<file path="config.mk">
export PLATFORM = sky130hd
export DESIGN_NAME = line_fetch_sched
export DESIGN_NICKNAME = d
export VERILOG_FILES = /design/src/rtl/line_fetch_sched.sv
export SDC_FILE = /design/constraint.sdc
export NUM_CORES = 1
export LEC_CHECK = 0
export CAP_MARGIN = 20
export CORE_MARGIN = 2
export CORE_UTILIZATION = 50
export DETAILED_ROUTE_END_ITERATION = 7
export PLACE_DENSITY_LB_ADDON = 0.05
export SYNTH_ARGS = -nofsm -noshare
export SYNTH_HDL_FRONTEND = slang
export SYNTH_SLANG_ARGS = --single-unit
</file>
<file path="constraint.sdc">
create_clock -name clk_pix -period 3.34 [get_ports clk_pix]
set_input_delay 1.002 -clock clk_pix [delete_from_list [all_inputs] [get_ports clk_pix]]
set_output_delay 1.002 -clock clk_pix [all_outputs]
set_load 0.01 [all_outputs]
</file>
<file path="src/rtl/line_fetch_sched.sv">
// line_fetch_sched: during h-blank, fetches the next display line as fixed-size read bursts.
// Latency: the trigger is sampled on cycle T and the first request is valid on cycle T+1.
// Backpressure: req_addr holds while req_ready is low; at most MAX_OUTST bursts are left uncompleted.
module line_fetch_sched #(
  parameter int WIDTH     = 12,
  parameter int H_ACT     = 1280,
  parameter int V_ACT     = 720,
  parameter int V_TOT     = 750,
  parameter int BURST_LEN = 64,
  parameter int MAX_OUTST = 4,
  parameter int ADDR_W    = 24,
  parameter int BASE_ADDR = 0
) (
  input  logic              clk_pix,
  input  logic              rst_pix,
  input  logic              en,
  input  logic [WIDTH-1:0]  sx,
  input  logic [WIDTH-1:0]  sy,
  output logic              req_valid,
  input  logic              req_ready,
  output logic [ADDR_W-1:0] req_addr,
  output logic [7:0]        req_len,
  input  logic              rd_done,
  output logic [WIDTH-1:0]  fetch_line,
  output logic              line_ready,
  output logic              underrun,
  output logic              underrun_sticky,
  input  logic              clr_underrun
);

  localparam int NB = H_ACT / BURST_LEN;
  localparam int CW = $clog2(NB + 1);

  localparam logic [WIDTH-1:0]  SX_TRIG     = WIDTH'(H_ACT);
  localparam logic [WIDTH-1:0]  SY_ACT      = WIDTH'(V_ACT);
  localparam logic [WIDTH-1:0]  SY_LAST_ACT = WIDTH'(V_ACT - 1);
  localparam logic [WIDTH-1:0]  SY_LAST     = WIDTH'(V_TOT - 1);
  localparam logic [CW-1:0]     NB_LAST     = CW'(NB - 1);
  localparam logic [ADDR_W-1:0] BASE_C      = ADDR_W'(BASE_ADDR);
  localparam logic [ADDR_W-1:0] LINE_STEP   = ADDR_W'(H_ACT);
  localparam logic [ADDR_W-1:0] BURST_STEP  = ADDR_W'(BURST_LEN);
  localparam logic [31:0]       MAX_OUTST_U = 32'(MAX_OUTST);

  typedef enum logic [1:0] {
    IDLE  = 2'd0,
    ISSUE = 2'd1,
    DRAIN = 2'd2
  } state_t;

  state_t            state, state_nxt;
  logic [CW-1:0]     issued, done;
  logic [ADDR_W-1:0] line_base, addr_acc, new_base;
  logic [WIDTH-1:0]  target;
  logic [31:0]       outst;
  logic              armed;
  logic              trig_hit, accept, busy_trig, hs, done_inc;
  logic              last_issue, last_done, disp_bad;

  // The line after the last active one has no successor; the last blanking line wraps to line 0.
  assign trig_hit  = en && (sx == SX_TRIG) && ((sy < SY_LAST_ACT) || (sy == SY_LAST));
  assign target    = (sy == SY_LAST) ? '0 : sy + WIDTH'(1);
  assign new_base  = (target == '0) ? BASE_C : line_base + LINE_STEP;
  assign accept    = trig_hit && (state == IDLE);
  assign busy_trig = trig_hit && (state != IDLE);

  assign outst      = 32'(issued - done);
  assign hs         = req_valid && req_ready;
  // A completion with nothing outstanding cannot belong to this line.
  assign done_inc   = (state != IDLE) && rd_done && (done != issued);
  assign last_issue = hs && (issued == NB_LAST);
  assign last_done  = (state == DRAIN) && done_inc && (done == NB_LAST);
  assign disp_bad   = armed && (sx == '0) && (sy < SY_ACT) && !(line_ready && (fetch_line == sy));

  assign req_addr = addr_acc;
  assign req_len  = 8'(BURST_LEN);

  // State register.
  always_ff @(posedge clk_pix) begin
    if (rst_pix) state <= IDLE;
    else         state <= state_nxt;
  end

  // Next-state: issue all bursts of the line, then wait for the last completion.
  always_comb begin
    state_nxt = state;
    case (state)
      IDLE:    if (accept)     state_nxt = ISSUE;
      ISSUE:   if (last_issue) state_nxt = DRAIN;
      DRAIN:   if (last_done)  state_nxt = IDLE;
      default: state_nxt = IDLE;
    endcase
  end

  // Requests are offered only while the outstanding window has room.
  always_comb begin
    req_valid = 1'b0;
    if (state == ISSUE) req_valid = (outst < MAX_OUTST_U);
  end

  // Line bookkeeping; the burst address advances by accumulation on each handshake.
  always_ff @(posedge clk_pix) begin
    if (rst_pix) begin
      issued     <= '0;
      done       <= '0;
      line_base  <= BASE_C;
      addr_acc   <= '0;
      fetch_line <= '0;
      line_ready <= 1'b0;
      armed      <= 1'b0;
    end else if (accept) begin
      issued     <= '0;
      done       <= '0;
      line_base  <= new_base;
      addr_acc   <= new_base;
      fetch_line <= target;
      line_ready <= 1'b0;
      armed      <= 1'b1;
    end else begin
      if (hs) begin
        issued   <= issued + CW'(1);
        addr_acc <= addr_acc + BURST_STEP;
      end
      if (done_inc)  done       <= done + CW'(1);
      if (last_done) line_ready <= 1'b1;
      if (!en)       armed      <= 1'b0;
    end
  end

  // Underrun: a busy fetcher at trigger time, or an unfinished line at display start; set beats clear.
  always_ff @(posedge clk_pix) begin
    if (rst_pix) begin
      underrun        <= 1'b0;
      underrun_sticky <= 1'b0;
    end else begin
      underrun <= busy_trig || disp_bad;
      if (busy_trig || disp_bad) underrun_sticky <= 1'b1;
      else if (clr_underrun)     underrun_sticky <= 1'b0;
    end
  end

endmodule

</file>
==> reports/results.ini, run 1 <==
[cells_and_area]
area_growth_pct=35.4
design_area_um2=5840
diodes=0
fin_nets=684
layout-drive-gt1-share=0.204
finish.utilization=0.703
stdcell_count=753

[power]
sw_frac_of_total=0.245
cellLeakagePower_nw=2.25
ir_worst_vdd_mv=0.291
power_switching_w=0.000464
comb_power_share=0.088
power.total_w=0.00189
sequentialPowerShare=0.479
p_int_w=0.00143
clkPwrFrac=0.433
p_per_area_nw_per_um2=324

[sta]
max_clock_freq_mhz=304
fin_skew_ns=0.0119
fin_crit_ns=3.29
hold_viol=0
holdWs_ns=0.465
maxSlewHeadroom=0.638
rsz0062_at_grt=true
timing.final.crit_share=0.985
setup_viol=0
maxSlewViolCount=0
worst_slew_pin_slew_ns=0.541

[synthesis]
synthXorXnorAreaFrac=0.102
synth_top_area_share=0.353
synth_compound_area_frac=0.203
synth_top_family_by_area=simple AND/OR/NAND/NOR gates
yosysWarnings=0
synth_edf_count=0
synth_mux_area_frac=0.00493
yosys-top-cells-area=dfxtp_1, xnor2_1, xor2_1
synth_cells=513
synth_area_per_cell_um2=8.40
ys_seq_elements=76
async_flop_share=0
synth_area_leader_cell=dfxtp_1
synth-adder-area-share=0.0319
synthSimpleGateAreaFrac=0.245
synthDistinctLibCells=70
synth_seq_area_share=0.353
synth_area_um2=4310
synthFlopType=dfxtp_1

[die]
rows=33
core-area_um2=8300
die_x_um=96.9
fp.dieArea_um2=9380
pin_count=78
initial_core_util=0.520
die-height_um=96.9

[grt]
grt_usage=0.249
grt_overflow=0
grt_max_degree=29
grt_pass1_vias=4174
grt_pass1_wl_mm=19.6
antenna_found_initial=0

[clock_tree]
htree_num_levels=3
clockBufferDepth=2
cts-root-buf=clkbuf_8
cts_buffers=9
clkLatencyLatePin_ns=0.36
clk_pin_slew_ns=0.08
cts_tree=built
clock_sinks=76

[worst_setup_path]
required_ns=2.34
cp_data_arrival_time_ns=2.29
end_kind=primary output
crit_fanout=3
crit_path_start_kind=flip-flop
criticalPathCategory=flip-flop to primary output

[detailed_routing]
wirelength_mm=11.6
wl_met2_mm=5.58
routed_via_density=5.55
drt_iter0_drc=175
wl_per_cell_um=15.4
route.vias.total=4176
dr_wl_met3_um=673
top_layer=met4
drc=0
first_pass_iters=4
ant_nets=0
m1WireLength_mm=5.21

[flow_run]
drv_cap=0

[place]
dp_cells=737
hpwl_mm=8.78
place.gp.congestion=0.904
dpl_cell_area_um2=5580
numPortBuffers=69

[min_path]
min_path_type=flip-flop to flip-flop

[run_status]
outcome=completed

[sequential cells by signal (all words and copies together), names as in the netlist]
name	flops
underrun_sticky	1
done	5
line_base	24
line_ready	1
req_addr	24
armed	1
fetch_line	12
underrun	1
issued	5
state	2
[power groups by stage]
| stage | logic (W) | clock network (W) | registers [W] |
|---|---|---|---|
| floorplan | 0.0000785 | 0 | 0.000926 |
| detailed placement | 0.000164 | 0 | 0.000926 |
| global route | 0.000181 | 0.000865 | 0.000905 |
| global placement | 0.000162 | 0 | 0.000926 |
| finish | 0.000166 | 0.000818 | 0.000905 |
| CTS | 0.000165 | 0.000833 | 0.000905 |
[path summary, 6_finish.rpt]
check | endpoint | cells past startpoint | from | slack (ns)
hold / removal | armed | 2 | armed | 0.47
hold reg to reg | armed | 2 | armed | 0.47
setup / recovery | req_valid | 7 | done[1] | 0.05
setup reg to reg | req_addr[20] | 12 | done[1] | 0.49
[routing by layer]
metal | GRT usage | up-vias
met1 | 0.326 | 1966
met5 | 0 | -
met3 | 0.0434 | 13
li1 | - | 2083
met4 | 0.0943 | 0
met2 | 0.411 | 114
[layout by cell type, fill, tap and decap left out, types with 7 or more instances in the layout]
cell and n:
buf_4 78, dfxtp_1 75, clkdlybuf4s50_1 68, nor2_1 49, nand2_1 35, a21oi_1 29, xnor2_1 28, nor3_1 24
xor2_1 22, and3_1 18, nand3_1 18, o21ai_0 15, inv_1 11, nand4_1 11, ha_1 11, and2_1 10
a31oi_1 9, clkbuf_8 9, conb_1 8, a22o_1 7
[final cells by class]
| cell class | count | area [um2] |
|---|---|---|
| clock inverter | 7 | 104 |
| sequential | 76 | 1520 |
| multi-input combinational | 396 | 2600 |
| timing repair buffer | 149 | 1310 |
| fill | 697 | 2460 |
| inverter | 11 | 41.3 |
| clock buffer | 9 | 124 |
| tap | 105 | 131 |
[synthesized netlist by cell type, types with 3 or more instances]
cell type / number
buf_2: 13
and2_1: 10
nor4_1: 7
nor3_1: 24
a22o_1: 7
a2111oi_0: 3
inv_1: 11
or3_1: 3
or2_2: 4
nor2_1: 49
ha_1: 11
a21o_1: 4
o21ai_1: 6
or2_1: 3
nand3_1: 18
xor2_1: 22
buf_4: 12
a21oi_2: 3
o21a_1: 3
dfxtp_1: 76
a31oi_1: 9
nand2_1: 35
nand4_1: 11
and4_1: 4
a21oi_1: 29
o21ai_0: 15
o22ai_2: 3
xnor2_1: 28
nand2b_1: 5
and3_1: 18
a211oi_1: 7
clkbuf_1: 8
[repair_timing]
item	4_1_cts	5_1_grt
pin swaps	1	0
gates resized for setup	6	5
setup buffers	0	0
hold buffers	0	0
setup endpoints to repair	1	14
[worst max-delay path, stage by stage (launching register included)]
cell and delay (ns):
dfxtp_2 0.33, inv_1 0.05, ha_1 0.27, nor2b_1 0.15, o211a_1 0.24, or3_4 0.39
a2111oi_4 0.31, buf_2 0.19
[cell families after synthesis]
logic type / after synthesis
simple gates: 204
compound gates: 121
flops: 76
xor+xnor: 50
buf+inv: 47
fa+ha+maj: 11
other cells: 2
mux: 2
[through the flow]
step           TNS (ns)  setup WS (ns)
4_1_cts               0         0.0123
2_1_floorplan         0          0.285
6_report              0         0.0515
3_5_place_dp      -8.74         -0.227
5_1_grt         -0.0341        -0.0341
3_3_place_gp      -9.19         -0.230
No activity file was read; power rests on OpenSTA's default activity.
==> run 2, diff against run 1 <==
Settings changed: CTS_CLUSTER_DIAMETER set to 100.
==> results of run 2 <==
Final layout, timing and power as in run 1 (identical DEF).
==> run 3, diff against run 2 <==
Settings changed: GPL_TIMING_DRIVEN set to 0.
==> run 3 against run 2 <==
Compared with the run above: total power fell by 1.8%; combinational power shrank 10%; clock skew rose by 0.0016 ns; sequential cell count stayed put; routed wire length grew 5.5%; register-to-register slack got worse by 0.08 ns; die area did not move; clock power down 2%; sequential share of layout area grew 0.94 points; cell count down 4.9%; setup slack improved by 0.029 ns; critical path type is now input port to flip-flop; largest cell class unchanged; largest power group unchanged.
==> reports/results.ini, run 3 (same netlist as run 1, synthesis figures left out) <==
[die]
die_x_um=96.9  ; unchanged
core-area_um2=8300  ; unchanged
die-height_um=96.9  ; unchanged
rows=33  ; unchanged
pin_count=78  ; unchanged
fp.dieArea_um2=9380  ; unchanged
initial_core_util=0.520  ; unchanged

[place]
numPortBuffers=62  ; -10%
place.gp.congestion=0.901  ; -0.37%
hpwl_mm=8.61  ; -2.0%
dpl_cell_area_um2=5090  ; -8.9%
place_ws_ns=-0.830  ; -0.603 ns

[clock_tree]
postCtsHoldBufs=0  ; unchanged
cts-root-buf=clkbuf_8
cts_buffers=9  ; unchanged
clock_sinks=76  ; unchanged
htree_num_levels=3  ; unchanged
clk_pin_slew_ns=0.08  ; about the same
clockBufferDepth=2  ; unchanged
cts_tree=built
clkLatencyLatePin_ns=0.37  ; about the same

[sta]
hold_viol=0  ; unchanged
holdWs_ns=0.465  ; -0.000798 ns
maxSlewViolCount=0  ; unchanged
timing.final.crit_share=0.976  ; -0.00876
fin_skew_ns=0.0135  ; +0.00159 ns
worst_slew_pin_slew_ns=0.671  ; +0.130 ns
max_clock_freq_mhz=307  ; +0.90%
fin_crit_ns=3.26  ; -0.0293 ns
setup_viol=0  ; unchanged
maxSlewHeadroom=0.552  ; -0.0857
layout_setup_ws_ns=0.0808  ; +0.0293 ns

[cells_and_area]
diodes=0  ; unchanged
final_common_cell=dfxtp_1
multiInputGateArea_um2=2770  ; +6.3%
area_growth_pct=30.8
fillerInstances=714  ; +2.4%
fin_nets=647  ; -5.4%
layout_common_cells=dfxtp_1, clkdlybuf4s50_1, nor2_1
design_area_um2=5640  ; -3.4%
area.sequential_um2=1520  ; about the same
layout-drive-gt1-share=0.177  ; -0.0269

[worst_setup_path]
criticalPathCategory=input port to flip-flop
crit_end=line_base[10]
r2r_cells=11  ; -1
r2r_start=done[1]
cp_data_arrival_time_ns=3.48  ; +1.19 ns
timing.rr.end=req_addr[18]
startpoint=sy[6]
required_ns=3.56  ; +1.22 ns
crit_path_start_kind=input port
end_kind=flip-flop
rrSetupSlack_ns=0.41  ; -0.08 ns
crit_fanout=10  ; +7

[grt]
grt_usage=0.250  ; +0.000607
grt_overflow=0  ; unchanged
antenna_found_initial=0  ; unchanged
grt_max_degree=13  ; -55%
grt_pass1_vias=3773  ; -9.6%
grt_pass1_wl_mm=19.2  ; -1.9%

[detailed_routing]
first_pass_iters=5  ; +1
drt_iter0_drc=223  ; +27%
ant_nets=0  ; unchanged
drc=0  ; unchanged
routed_via_density=5.79  ; +4.5%
wirelength_mm=12.2  ; +5.5%
route.vias.total=4149  ; -0.65%
wl_per_cell_um=17.1  ; +11%

[run_status]
outcome=completed

[power]
comb_power_share=0.080  ; -0.008
cellLeakagePower_nw=2.11  ; -6.2%
ir_worst_vdd_mv=0.401  ; +38%
power_switching_w=0.000446  ; -3.8%
p_per_area_nw_per_um2=329  ; +1.6%
sequentialPowerShare=0.488  ; +0.009
clkPwrFrac=0.432  ; about the same
sw_frac_of_total=0.240  ; -0.00505
p_int_w=0.00141  ; -1.1%

[min_path]
min_path_type=flip-flop to flip-flop

[flow_run]
drv_cap=0  ; unchanged

## run 3: cell types whose count changed in the layout (fill, tap and decap cells not counted), moves of 4 or more
cell and delta:
clkbuf_2 +4, inv_6 -4, clkbuf_1 +7, buf_4 -54
dlymetal6s2s_1 +5, buf_2 +11, clkdlybuf4s50_1 -13
## run 3: power by group through the flow
stage	Clock (W)	Combinational [W]	Sequential, W
5_1_grt	0.000855	0.000159	0.000905
3_3_place_gp	0	0.000129	0.000926
2_1_floorplan	0	0.0000785	0.000926
3_5_place_dp	0	0.000130	0.000926
6_report	0.000802	0.000149	0.000905
4_1_cts	0.000805	0.000139	0.000905
## run 3: layout make-up
type                       instances  share of cell area
multi-input combinational        396               0.491
clock buffer                      12              0.0257
buffer                            36              0.0404
clock inverter                     4              0.0129
timing repair buffer              76               0.129
sequential                        76               0.270
inverter                          11             0.00732
tap                              105              0.0233
## run 3: worst max-delay path, stage by stage
cell and delay [ns]:
clkdlybuf4s50_1 0.48, clkbuf_4 0.22, nand4b_1 0.27, nor4_4 0.29, o21bai_4 0.20, nand4_1 0.20, clkbuf_4 0.26, clkbuf_2 0.24
o21ai_0 0.23, a21oi_1 0.08
## run 3: layer usage
| metal | part of all wire | track usage |
|---|---|---|
| met1 | 0.45 | 0.345 |
| met3 | 0.052 | 0.0499 |
| met4 | 0.021 | 0.0845 |
| met5 | 0 | 0 |
| met2 | 0.47 | 0.391 |
## run 3: what timing repair did
action                                  4_1_cts  5_1_grt
resized for setup                            21       34
pin swaps                                     6       13
setup buffers                                 7        6
cloned                                        0        1
endpoints found under the setup margin       62       72
## run 3: worst min path at each step
| stage | slack, ns | start | cells after the start | end |
|---|---|---|---|---|
| floorplan | 0.43 | line_base[6] | 1 | line_base[6] |
| global placement | 0.44 | line_base[6] | 1 | line_base[6] |
| detailed placement | 0.45 | line_base[5] | 1 | line_base[5] |
| CTS | 0.47 | line_base[0] | 1 | req_addr[0] |
| global route | 0.48 | line_base[0] | 1 | req_addr[0] |
| finish | 0.46 | line_base[0] | 1 | req_addr[0] |
## run 3: through the flow
step	util	std cells	setup TNS, ns	total power, W
2_1_floorplan	-	519	0	0.00101
3_3_place_gp	0.613	686	-39.88	0.00106
3_5_place_dp	0.613	686	-41.71	0.00106
4_1_cts	0.655	709	0	0.00185
5_1_grt	0.680	716	-0.121	0.00192
6_report	0.680	716	0	0.00186
